[src/rtl/sd_dac_pkg.sv]
// Shared constants and helpers for the sigma-delta audio mixer.
package sd_dac_pkg;

  localparam int unsigned VOL_W     = 4;
  localparam int unsigned PAN_W     = 2;
  localparam int unsigned PAN_L_BIT = 0;
  localparam int unsigned PAN_R_BIT = 1;

  // Width of the mixed sum: one extra bit per doubling of the channel count.
  function automatic int unsigned mix_width(input int unsigned c_bits,
                                            input int unsigned channels);
    return (channels > 1) ? c_bits + $clog2(channels) : c_bits;
  endfunction

endpackage

[src/rtl/sd_mod.sv]
// Single-side pulse-density modulator.
// Define SD_SECOND_ORDER_EN for a second-order error-feedback loop; otherwise first order.
module sd_mod #(
  parameter int unsigned MIX_W = 9
) (
  input  logic             clk_i,
  input  logic             res_n_i,
  input  logic [MIX_W-1:0] mix_i,
  output logic             dac_o
);

`ifdef SD_SECOND_ORDER_EN
  localparam int unsigned INT_W = MIX_W + 3;
  // Full-scale feedback, 2^MIX_W.
  localparam logic signed [INT_W-1:0] FB_ONE = {3'b001, {MIX_W{1'b0}}};

  logic signed [INT_W-1:0] int1_q, int2_q;
  logic signed [INT_W-1:0] int1_d, int2_d, x, fb;
  logic                    q_bit;

  // Quantise integrator 2, feed back the bit, advance both integrators.
  always_comb begin
    x      = signed'({3'b000, mix_i});
    q_bit  = ~int2_q[INT_W-1];
    fb     = q_bit ? FB_ONE : '0;
    int1_d = int1_q + x - fb;
    int2_d = int2_q + int1_d - fb;
  end

  // Integrator state and registered output bit.
  always_ff @(posedge clk_i or negedge res_n_i) begin
    if (!res_n_i) begin
      int1_q <= '0;
      int2_q <= '0;
      dac_o  <= 1'b0;
    end else begin
      int1_q <= int1_d;
      int2_q <= int2_d;
      dac_o  <= q_bit;
    end
  end
`else
  logic [MIX_W:0] sd_q;

  // First-order accumulator; the carry out is the pulse.
  always_ff @(posedge clk_i or negedge res_n_i) begin
    if (!res_n_i) begin
      sd_q  <= '0;
      dac_o <= 1'b0;
    end else begin
      sd_q  <= {1'b0, sd_q[MIX_W-1:0]} + {1'b0, mix_i};
      dac_o <= sd_q[MIX_W];
    end
  end
`endif

endmodule

[src/rtl/sd_dac_mixer.sv]
// Multi-channel sigma-delta audio mixer: per-channel volume and pan, one shared
// multiplier scanned round-robin, stereo pulse-density outputs.
// Modulator order selected by SD_SECOND_ORDER_EN (see sd_mod).
module sd_dac_mixer
  import sd_dac_pkg::*;
#(
  parameter int unsigned C_BITS   = 8,
  parameter int unsigned CHANNELS = 2
) (
  input  logic                       clk_i,
  input  logic                       res_n_i,
  input  logic [CHANNELS*C_BITS-1:0] sample_i,
  input  logic [CHANNELS-1:0]        sample_we_i,
  input  logic [CHANNELS*VOL_W-1:0]  vol_i,
  input  logic [CHANNELS*PAN_W-1:0]  pan_i,
  input  logic                       mute_i,
  output logic                       frame_o,
  output logic                       dac_l_o,
  output logic                       dac_r_o
);

  localparam int unsigned MIX_W = mix_width(C_BITS, CHANNELS);
  localparam int unsigned IDX_W = (CHANNELS > 1) ? $clog2(CHANNELS) : 1;
  localparam logic [IDX_W-1:0] LAST_IDX = IDX_W'(CHANNELS - 1);

  logic [C_BITS-1:0] shadow_q [CHANNELS];
  logic [IDX_W-1:0]  ch_idx_q;
  logic [MIX_W-1:0]  acc_l_q, acc_r_q;
  logic [MIX_W-1:0]  mix_l_q, mix_r_q;

  logic [C_BITS-1:0] cur_sample;
  logic [VOL_W-1:0]  cur_vol;
  logic [PAN_W-1:0]  cur_pan;
  logic [C_BITS-1:0] term;
  logic [MIX_W-1:0]  sum_l, sum_r;
  logic              last_ch;

  // Shadow sample registers, loaded independently of the scanner.
  always_ff @(posedge clk_i or negedge res_n_i) begin
    if (!res_n_i) begin
      for (int n = 0; n < CHANNELS; n++) shadow_q[n] <= '0;
    end else begin
      for (int n = 0; n < CHANNELS; n++) begin
        if (sample_we_i[n]) shadow_q[n] <= sample_i[n*C_BITS +: C_BITS];
      end
    end
  end

  // Scale the currently scanned channel and route it to each side.
  always_comb begin
    cur_sample = shadow_q[ch_idx_q];
    cur_vol    = vol_i[ch_idx_q*VOL_W +: VOL_W];
    cur_pan    = pan_i[ch_idx_q*PAN_W +: PAN_W];
    // gain = vol/16, keep the integer part only
    term       = C_BITS'(({VOL_W'(0), cur_sample} * {C_BITS'(0), cur_vol}) >> VOL_W);
    sum_l      = acc_l_q + (cur_pan[PAN_L_BIT] ? MIX_W'(term) : '0);
    sum_r      = acc_r_q + (cur_pan[PAN_R_BIT] ? MIX_W'(term) : '0);
    last_ch    = (ch_idx_q == LAST_IDX);
  end

  // Scanner, accumulators and frame-end mix registers.
  always_ff @(posedge clk_i or negedge res_n_i) begin
    if (!res_n_i) begin
      ch_idx_q <= '0;
      acc_l_q  <= '0;
      acc_r_q  <= '0;
      mix_l_q  <= '0;
      mix_r_q  <= '0;
      frame_o  <= 1'b0;
    end else begin
      frame_o <= last_ch;
      if (last_ch) begin
        ch_idx_q <= '0;
        acc_l_q  <= '0;
        acc_r_q  <= '0;
        mix_l_q  <= mute_i ? '0 : sum_l;
        mix_r_q  <= mute_i ? '0 : sum_r;
      end else begin
        ch_idx_q <= ch_idx_q + 1'b1;
        acc_l_q  <= sum_l;
        acc_r_q  <= sum_r;
      end
    end
  end

  sd_mod #(
    .MIX_W (MIX_W)
  ) u_mod_l (
    .clk_i   (clk_i),
    .res_n_i (res_n_i),
    .mix_i   (mix_l_q),
    .dac_o   (dac_l_o)
  );

  sd_mod #(
    .MIX_W (MIX_W)
  ) u_mod_r (
    .clk_i   (clk_i),
    .res_n_i (res_n_i),
    .mix_i   (mix_r_q),
    .dac_o   (dac_r_o)
  );

endmodule

[config.mk]
export PLATFORM = sky130hd
export DESIGN_NAME = sd_dac_mixer
export DESIGN_NICKNAME = d
export VERILOG_FILES = /design/src/rtl/sd_dac_pkg.sv /design/src/rtl/sd_mod.sv /design/src/rtl/sd_dac_mixer.sv
export SDC_FILE = /design/constraint.sdc
export NUM_CORES = 1
export LEC_CHECK = 0
export BUFFER_PORTS_ARGS = -buffer_cell sky130_fd_sc_hd__buf_2
export CAP_MARGIN = 20
export CORE_MARGIN = 8
export CORE_UTILIZATION = 55
export DETAILED_ROUTE_END_ITERATION = 8
export GPL_ROUTABILITY_DRIVEN = 0
export PLACE_DENSITY = 0.77
export SKIP_LAST_GASP = 1
export SLEW_MARGIN = 30
export SYNTH_ARGS = -nofsm -noshare
export SYNTH_HDL_FRONTEND = slang
export SYNTH_SLANG_ARGS = --single-unit
[constraint.sdc]
create_clock -name clk_i -period 5.48 [get_ports clk_i]
set_input_delay 1.096 -clock clk_i [delete_from_list [all_inputs] [get_ports clk_i]]
set_output_delay 1.096 -clock clk_i [all_outputs]
set_load 0.05 [all_outputs]
After elaboration in Yosys (flattened, before gate mapping)

Index checks and enable logic that the tools add are counted.

Bits in registers: 76
Output and inout port bits: 3
Logic and storage cells: 32

Multiply operators: 1
Magnitude comparators: 1
Bitwise gates (word level): 1
Shifts and indexed selects: 2
Multiplexer cells: 10
$add $sub $neg: 5

Operators by type and width:

| cell                | count |
|---|---|
| $mux 8              | 5 |
| $mux 9              | 4 |
| $add 9x9->10        | 2 |
| $add 9x8->9         | 2 |
| $mul 8x4->12        | 1 |
| $shiftx 8x4->4      | 1 |
| $shiftx 4x3->2      | 1 |
| $ge 2x2->1 const B  | 1 |
| $not 1->2           | 1 |
| $add 1x1->1 const B | 1 |
| $mux 1              | 1 |

Logic depth before layout (Yosys ltp)

Gate-level depths: netlist (run 1).

Depth in word-level cells: 8
Gate-level depth with buffers: 22

Modules after synthesis

A second synthesis (run 1) with hierarchy kept.

Cell total of the unflattened synthesis: 487
Area total of the unflattened synthesis: 5,177.5 µm²

Modules (own cells, without submodules):

| module            | seq. area each (µm²) | area each (µm²) | cells an instance | instances |
|---|---|---|---|---|
| sd_dac_mixer      | 1,351.3              | 3,912.5         | 380               | 1 |
| sd_mod at u_mod_r | 275.3                | 635.6           | 54                | 1 |
| sd_mod at u_mod_l | 275.3                | 629.4           | 53                | 1 |

Least setup slack after synthesis (run 1)

Ideal clock, no wire load.

Kind: input port to flip-flop
Start point: input port vol_i[7]
End point: register mix_r_q[8]
Required time: 5,379 ps
Cell stages on the path: 19
Library setup time: 101 ps
Buffers on the path: 1
Arrival time: 5,378 ps
Setup slack: 1 ps
Cells stage by stage: and2_1 -> clkbuf_1 -> a22o_1 -> fa_1 -> inv_1 -> fa_1 -> inv_1 -> ha_1 -> a211oi_1 -> o21ai_0 -> o221ai_2 -> mux2_4 -> a2111oi_4 -> ha_1 -> nand3_1 -> a21oi_1 -> nor3_1 -> nor3b_1 -> o32ai_1

Cells in the longest elaborated chain, start to end: 5

Ends and longest elaborated chain:

| item                 | RTL line           | source |
|---|---|---|
| from (decl)          | sd_dac_mixer.sv:14 | `input logic [CHANNELS*VOL_W-1:0] vol_i,` |
| $shiftx 8x4->4       | sd_dac_mixer.sv:52 | `cur_vol = vol_i[ch_idx_q*VOL_W +: VOL_W];` |
| $mul 8x4->12         | sd_dac_mixer.sv:55 | `term = C_BITS'(({VOL_W'(0), cur_sample} * {C_BITS'(0), cur_vol}) >> VOL_W);` |
| $mux 8               | sd_dac_mixer.sv:57 | `sum_r = acc_r_q + (cur_pan[PAN_R_BIT] ? MIX_W'(term) : '0);` |
| $add 9x8->9          | sd_dac_mixer.sv:57 |  |
| $mux 9               | sd_dac_mixer.sv:77 | `mix_r_q <= mute_i ? '0 : sum_r;` |
| to (signal assigned) | sd_dac_mixer.sv:77 |  |
| to (decl)            | sd_dac_mixer.sv:29 | `logic [MIX_W-1:0] mix_l_q, mix_r_q;` |

No other way between the ends.
A chain may end at the register's enable or synchronous reset.

Worst setup path in the final report (run 1)

Start point: input port vol_i[7]
End point: register mix_l_q[8]

Cells in the longest elaborated chain, start to end: 5

Ends and longest elaborated chain:

| item                 | RTL line           | source |
|---|---|---|
| $shiftx 8x4->4       | sd_dac_mixer.sv:52 |  |
| $mul 8x4->12         | sd_dac_mixer.sv:55 |  |
| $mux 8               | sd_dac_mixer.sv:56 | `sum_l = acc_l_q + (cur_pan[PAN_L_BIT] ? MIX_W'(term) : '0);` |
| $add 9x8->9          | sd_dac_mixer.sv:56 |  |
| $mux 9               | sd_dac_mixer.sv:76 | `mix_l_q <= mute_i ? '0 : sum_l;` |
| to (signal assigned) | sd_dac_mixer.sv:76 |  |
| to (decl)            | sd_dac_mixer.sv:29 |  |

No other way between the ends.

==> results.json, run 1 <==
{
  "run_status": "completed",
  "cts_hold_repair.buffers": 0,
  "drt_wl_total_mm": 11.5,
  "async_flop_share": 1.00,
  "synth_sequential_area_ratio": 0.377,
  "grt.overflow.total": 0,
  "finalSetupViolations": 0,
  "synth_nets": 593,
  "clk-insertion-delay-late_ps": 360,
  "maxSlewViolCount": 0,
  "route.detailed.wl_per_inst_um": 16.9,
  "required_time_at_the_endpoint_of_the_critical_path_ps": 5730,
  "cell_depth_of_the_worst_hold_path": 0,
  "ctsLongestPathBuffers": 2,
  "max-vdd-ir-drop_mv": 0.294,
  "cts_sinks": 76,
  "yosys_register_bits": 76,
  "synth-warning-count": 0,
  "io_pins": 36,
  "synthToLayoutAreaGrowth_pct": 18.2,
  "p_leak_nw": 2.75,
  "worstReg2RegEnd": "mix_l_q[8]",
  "critical_path.startpoint": "vol_i[7]",
  "placeableCoreArea_um2": 9060,
  "grt_pass1_wl_mm": 19.4,
  "post_synth.cell_area_avg_um2": 10.2,
  "placed_cells": 665,
  "via_count": 4019,
  "first_pass_iters": 5,
  "timing.setup.critical_path_class": "primary input to register",
  "kind_of_end_point_of_the_critical_path": "register",
  "timing.setup.tns_ps": 0,
  "reg2reg_from": "ch_idx_q",
  "floorplan.rows": 35,
  "startpoint_of_the_worst_hold_path": "u_mod_r.sd_q[9]",
  "die_height_um": 112,
  "synth.cell_area_um2": 5050,
  "drive_gt1_frac": 0.244,
  "cp_max_fo": 5,
  "postSynthCellCount": 497,
  "start_util": 0.557,
  "worst_setup_path_start_kind": "primary input",
  "postCtsSetupBuffers": 0,
  "vias_in_the_first_global_route": 4168,
  "hold_path.class": "register to register",
  "antenna_found_initial": 0,
  "maxSlewHeadroom": 0.499,
  "whs_endpoint": "u_mod_r.dac_o",
  "synth_enable_flop_cells": 0,
  "io_buffer_count": 35,
  "avgViaCountPerCell": 5.90,
  "drt-initial-drc-count": 215,
  "synth_ff_type": "sky130_fd_sc_hd__dfrtp_1",
  "gr-usage-all-layers": 0.189,
  "die_area_um2": 12500,
  "number_of_buffers_added_by_the_clock_tree_synthesis_step": 9,
  "timing.final.crit_period_ps": 5380,
  "route.antenna.remaining_nets": 0,
  "rr_worst_depth": 19,
  "cts_tree": "built",
  "fin_cells": 681,
  "layout.cells.most_common": "sky130_fd_sc_hd__dfrtp_1",
  "die_width_um": 112,
  "htreeDepth": 3,
  "final_cell_mix": "76 x sky130_fd_sc_hd__dfrtp_1, 46 x sky130_fd_sc_hd__nor2_1, 43 x sky130_fd_sc_hd__ha_1",
  "r2r_setup_slack_ps": 340,
  "endpoints_failing_hold": 0,
  "worst_ep_arrival_time_ps": 5630,
  "final_min_period_over_clock_period": 0.982,
  "drc": 0,
  "fin_worst_skew_ps": 9.95,
  "clkTransAtPathRegs_ps": 90,
  "grt_max_degree": 77,
  "ys_types": 51,
  "fmax_ghz": 0.186,
  "n_antenna_cell": 0,
  "drv.max_cap_violation_count": 0,
  "nets": 661,
  "power_per_cell_area_nw_per_um2": 448,
  "power.total_mw": 2.68,
  "worst_pin_slew_ps": 737,
  "place_hpwl_mm": 8.38,
  "cts_root_buffer": "sky130_fd_sc_hd__clkbuf_8"
}
[Yosys cell counts (all sizes together), types with 11 or more instances]
master   number  area [um2]
dfrtp        76        1900
ha           48         601
nor2         48         180
inv          42         158
xnor2        19         166
a21oi        18        90.1
o21ai        18        90.1
mux2         17         195
nand3        16        80.1
clkbuf       15        56.3
fa           15         300
nand2        15        56.3
nor3         15        75.1
o2bb2ai      14         123
nor2b        12        75.1
xor2         12         105
a22o         11        96.3
[layer usage]
metal,share of wire,track usage,up-vias
li1,-,-,1911
met1,0.44,0.246,1980
met2,0.49,0.303,111
met3,0.052,0.0390,17
met4,0.021,0.0720,0
met5,0,0,-
[power by group]
group | total, mW | switching (mW) | leakage (nW) | internal, mW
logic | 1.38 | 0.729 | 1.70 | 0.651
registers | 0.821 | 0.0887 | 0.954 | 0.732
clock network | 0.476 | 0.218 | 0.100 | 0.259
[worst max-delay path, cell delays in order]
cell                       delay [ps]
sky130_fd_sc_hd__buf_2            100
sky130_fd_sc_hd__and2_1           200
sky130_fd_sc_hd__buf_4            170
sky130_fd_sc_hd__a22o_1           250
sky130_fd_sc_hd__fa_1             540
sky130_fd_sc_hd__inv_1             50
sky130_fd_sc_hd__fa_1             520
sky130_fd_sc_hd__inv_1             40
sky130_fd_sc_hd__ha_1             350
sky130_fd_sc_hd__and3_1           260
sky130_fd_sc_hd__a211o_2          380
sky130_fd_sc_hd__a311oi_2         370
sky130_fd_sc_hd__nor3_1           120
sky130_fd_sc_hd__ha_2             250
sky130_fd_sc_hd__or3_1            340
sky130_fd_sc_hd__nor3_2           230
sky130_fd_sc_hd__nor3b_1          100
sky130_fd_sc_hd__o32ai_1          270
[per-stage QoR]
step,area [um2],util,hold WS (ps),setup WS (ps)
finish,5970,0.659,360,98.5
global route,5970,0.659,375,-61.3
floorplan,5050,-,331,0.801
CTS,5820,0.642,361,49.3
detailed placement,5590,0.617,342,-376
global placement,5590,0.617,333,-219
[state kept, by name, summed over array words and instances (netlist names), 9 cells and up]
register,cells
mix_r_q,9
acc_r_q,9
shadow_q,16
u_mod_r.sd_q,10
mix_l_q,9
acc_l_q,9
u_mod_l.sd_q,10
[cell type report]
type | instances | area (um2)
Tap cell | 111 | 139
Clock inverter | 5 | 83.8
Multi-Input combinational cell | 359 | 3060
Timing Repair Buffer | 76 | 489
Clock buffer | 11 | 131
Sequential cell | 76 | 1900
Inverter | 43 | 161
Fill cell | 685 | 3100
[timing repair]
action                     in CTS  in global routing
gates resized for setup         2                 26
pin swaps                       0                  9
cloned                          0                  0
setup endpoints to repair       2                 14
[cell families after synthesis]
kind of cell	after synthesis	synth area share
adder cells (fa/ha/maj)	63	0.178
flip-flops	76	0.377
multiplexers	19	0.0426
buffers and inverters	62	0.0481
XOR/XNOR	31	0.0538
AO/OA/AOI/OAI	111	0.171
AND/OR/NAND/NOR	135	0.130
[worst max-delay path by stage]
stage,end,cells after the start
after floorplan,mix_r_q[8],19
after global placement,mix_r_q[8],19
after detailed placement,mix_r_q[7],20
after CTS,mix_l_q[8],18
after global routing,mix_l_q[8],18
final,mix_l_q[8],18
Note: power is estimated with default switching activity, not from simulation.
==> run 2: changes to the inputs <==
--- a/config.mk
+++ b/config.mk
@@ -9,6 +9,7 @@
 export CAP_MARGIN = 20
 export CORE_MARGIN = 8
 export CORE_UTILIZATION = 55
+export CTS_BUF_LIST = sky130_fd_sc_hd__clkbuf_2
 export DETAILED_ROUTE_END_ITERATION = 8
 export GPL_ROUTABILITY_DRIVEN = 0
 export PLACE_DENSITY = 0.77
==> results.json, run 2 (synthesis gave the netlist of run 1 again) <==
{
  "max-vdd-ir-drop_mv": 0.269,
  "timing.critical_path.buf_inv": 2,
  "cts_sinks": 76,
  "sum_of_met3_wire_segment_lengths_after_detailed_routing_um": 512,
  "placed_cell_area_um2": 5590,
  "route.antenna.remaining_nets": 0,
  "highest_layer": "met4",
  "number_of_buffers_added_by_the_clock_tree_synthesis_step": 9,
  "cts_root_buffer": "sky130_fd_sc_hd__clkbuf_2",
  "switching_share": 0.396,
  "fin_worst_skew_ps": 18.0,
  "top_register": "shadow_q",
  "worst_setup_path_start_kind": "primary input",
  "cts_tree": "built",
  "placeableCoreArea_um2": 9060,
  "grt_pass1_wl_mm": 19.3,
  "cell_internal_pwr_mw": 1.50,
  "antenna_found_initial": 0,
  "grt.overflow.total": 0,
  "n_antenna_cell": 0,
  "seq_power_share": 0.327,
  "io_pins": 36,
  "p_leak_nw": 2.73,
  "floorplan.rows": 35,
  "fin_ws_ps": 184,
  "ctsLongestPathBuffers": 2,
  "route.layer.met1.wl_mm": 4.95,
  "gr-usage-all-layers": 0.187,
  "first_pass_iters": 6,
  "net_switching_power_mw": 0.984,
  "die_height_um": 112,
  "clk-insertion-delay-late_ps": 490,
  "ordered_cell_list_for_the_critical_path": "buf_2 > and2_0 > a22oi_1 > fa_1 > fa_1 > inv_1 > ha_1 > nand4b_1 > o221ai_1 > a21oi_1 > xnor2_1 > nand2b_1 > fa_1 > nand2b_1 > a21oi_1 > nor3_2 > o21ba_2 > o32ai_1",
  "required_time_at_the_endpoint_of_the_critical_path_ps": 5880,
  "critPathMaxStageDelay_ps": 550,
  "clkTransAtPathRegs_ps": 210,
  "fin_cells": 681,
  "drt-initial-drc-count": 210,
  "endpoints_failing_hold": 0,
  "via_count": 3954,
  "nets": 661,
  "layout.cells.most_common": "sky130_fd_sc_hd__dfrtp_1",
  "start_util": 0.557,
  "avgViaCountPerCell": 5.81,
  "maxSlewViolCount": 0,
  "p_comb_frac": 0.528,
  "preCtsSetupSlack_ps": -376,
  "kind_of_end_point_of_the_critical_path": "register",
  "largest_reg_flops": 16,
  "clockPowerShare": 0.145,
  "cp_max_fo": 5,
  "htreeDepth": 3,
  "die_area_um2": 12500,
  "crit_path_frequent_cell": "sky130_fd_sc_hd__fa_1",
  "maxSlewHeadroom": 0.506,
  "drc": 0,
  "power.total_mw": 2.49,
  "placed_cells": 665,
  "run_status": "completed",
  "timing.setup.tns_ps": 0,
  "layout_top_registers": "shadow_q: 16 flops, u_mod_l.sd_q: 10 flops, u_mod_r.sd_q: 10 flops",
  "timing.final.crit_period_ps": 5300,
  "die_width_um": 112,
  "hold_path.class": "register to register",
  "grt_max_degree": 77,
  "synthToLayoutAreaGrowth_pct": 14.3,
  "io_buffer_count": 35,
  "place_hpwl_mm": 8.38,
  "vias_in_the_first_global_route": 4176,
  "worst_pin_slew_ps": 726,
  "worst_ep_arrival_time_ps": 5690,
  "wl_met2_mm": 5.29,
  "fmax_ghz": 0.189,
  "final_min_period_over_clock_period": 0.966,
  "post-route-cell-area_um2": 5770,
  "final_cell_mix": "76 x sky130_fd_sc_hd__dfrtp_1, 48 x sky130_fd_sc_hd__nor2_1, 48 x sky130_fd_sc_hd__ha_1",
  "critPathSlowestCell": "sky130_fd_sc_hd__fa_1",
  "cts_hold_repair.buffers": 0,
  "critical_path.top_delay_family": "adder cells",
  "power_per_cell_area_nw_per_um2": 431,
  "drv.max_cap_violation_count": 0,
  "drive_gt1_frac": 0.214,
  "route.detailed.wl_per_inst_um": 16.1,
  "timing.setup.critical_path_class": "primary input to register",
  "drt_wl_total_mm": 11.0,
  "finalSetupViolations": 0
}
run 2: cell count changes in the layout (fill, tap and decap cells not counted), moves of 2 or more:
cell,before,now
sky130_fd_sc_hd__clkbuf_2,0,11
sky130_fd_sc_hd__clkbuf_8,9,0
sky130_fd_sc_hd__ha_1,43,48
sky130_fd_sc_hd__ha_4,4,0
sky130_fd_sc_hd__a21oi_1,15,18
sky130_fd_sc_hd__a21oi_2,3,0
sky130_fd_sc_hd__clkbuf_1,2,0
sky130_fd_sc_hd__nor2_1,46,48
sky130_fd_sc_hd__nor2_2,2,0
sky130_fd_sc_hd__o21ai_0,16,18
run 2: area by class of cell:
type                    instances  area (um2)
repair buffers                 76         493
well taps                     111         139
clock inverters                 5        83.8
clock buffers                  11        55.1
multi-input cells             359        2940
inverters                      43         161
fillers                       715        3290
flip-flops and latches         76        1900
run 2: through the flow:
stage               hold slack [ps]  utilization
floorplan                       331            -
global placement                333        0.617
detailed placement              342        0.617
CTS                             388        0.632
global route                    401        0.637
finish                          382        0.637
run 2: metal layers:
metal,track usage,up-vias
met3,0.0373,15
met1,0.244,1932
met2,0.303,98
met5,0,-
li1,-,1909
met4,0.0629,0
run 2: repair_timing:
item,CTS,global route
hold endpoints to repair,0,0
resized for setup,0,5
setup endpoints to repair,0,8
buffers inserted,0,0
run 2: final timing paths:
check                           startpoint               to  slack, ps  depth (start not counted)
max                               vol_i[6]       mix_l_q[8]        180                         18
min reg2reg                u_mod_r.sd_q[9]    u_mod_r.dac_o        380                          0
min                        u_mod_r.sd_q[9]    u_mod_r.dac_o        380                          0
max in group asynchronous          res_n_i       acc_l_q[5]       4440                          1
min in group asynchronous          res_n_i  u_mod_l.sd_q[1]        580                          1
max reg2reg                       ch_idx_q       mix_l_q[8]        390                         20
run 2: power by group through the flow:
stage               registers (mW)  logic [mW]  clock network (mW)
floorplan                    0.810       0.929                   0
global placement             0.820        1.23                   0
detailed placement           0.827        1.28                   0
CTS                          0.814        1.30               0.373
global route                 0.831        1.48               0.390
finish                       0.813        1.31               0.360
run 2: worst register-to-register path, delay by kind of cell (launching register included):
family          cells  cell delay, ps
compound gates      7            1580
fa+ha+maj           4            1460
buf+inv             4             670
flops               1             470
mux                 1             360
simple gates        4             440
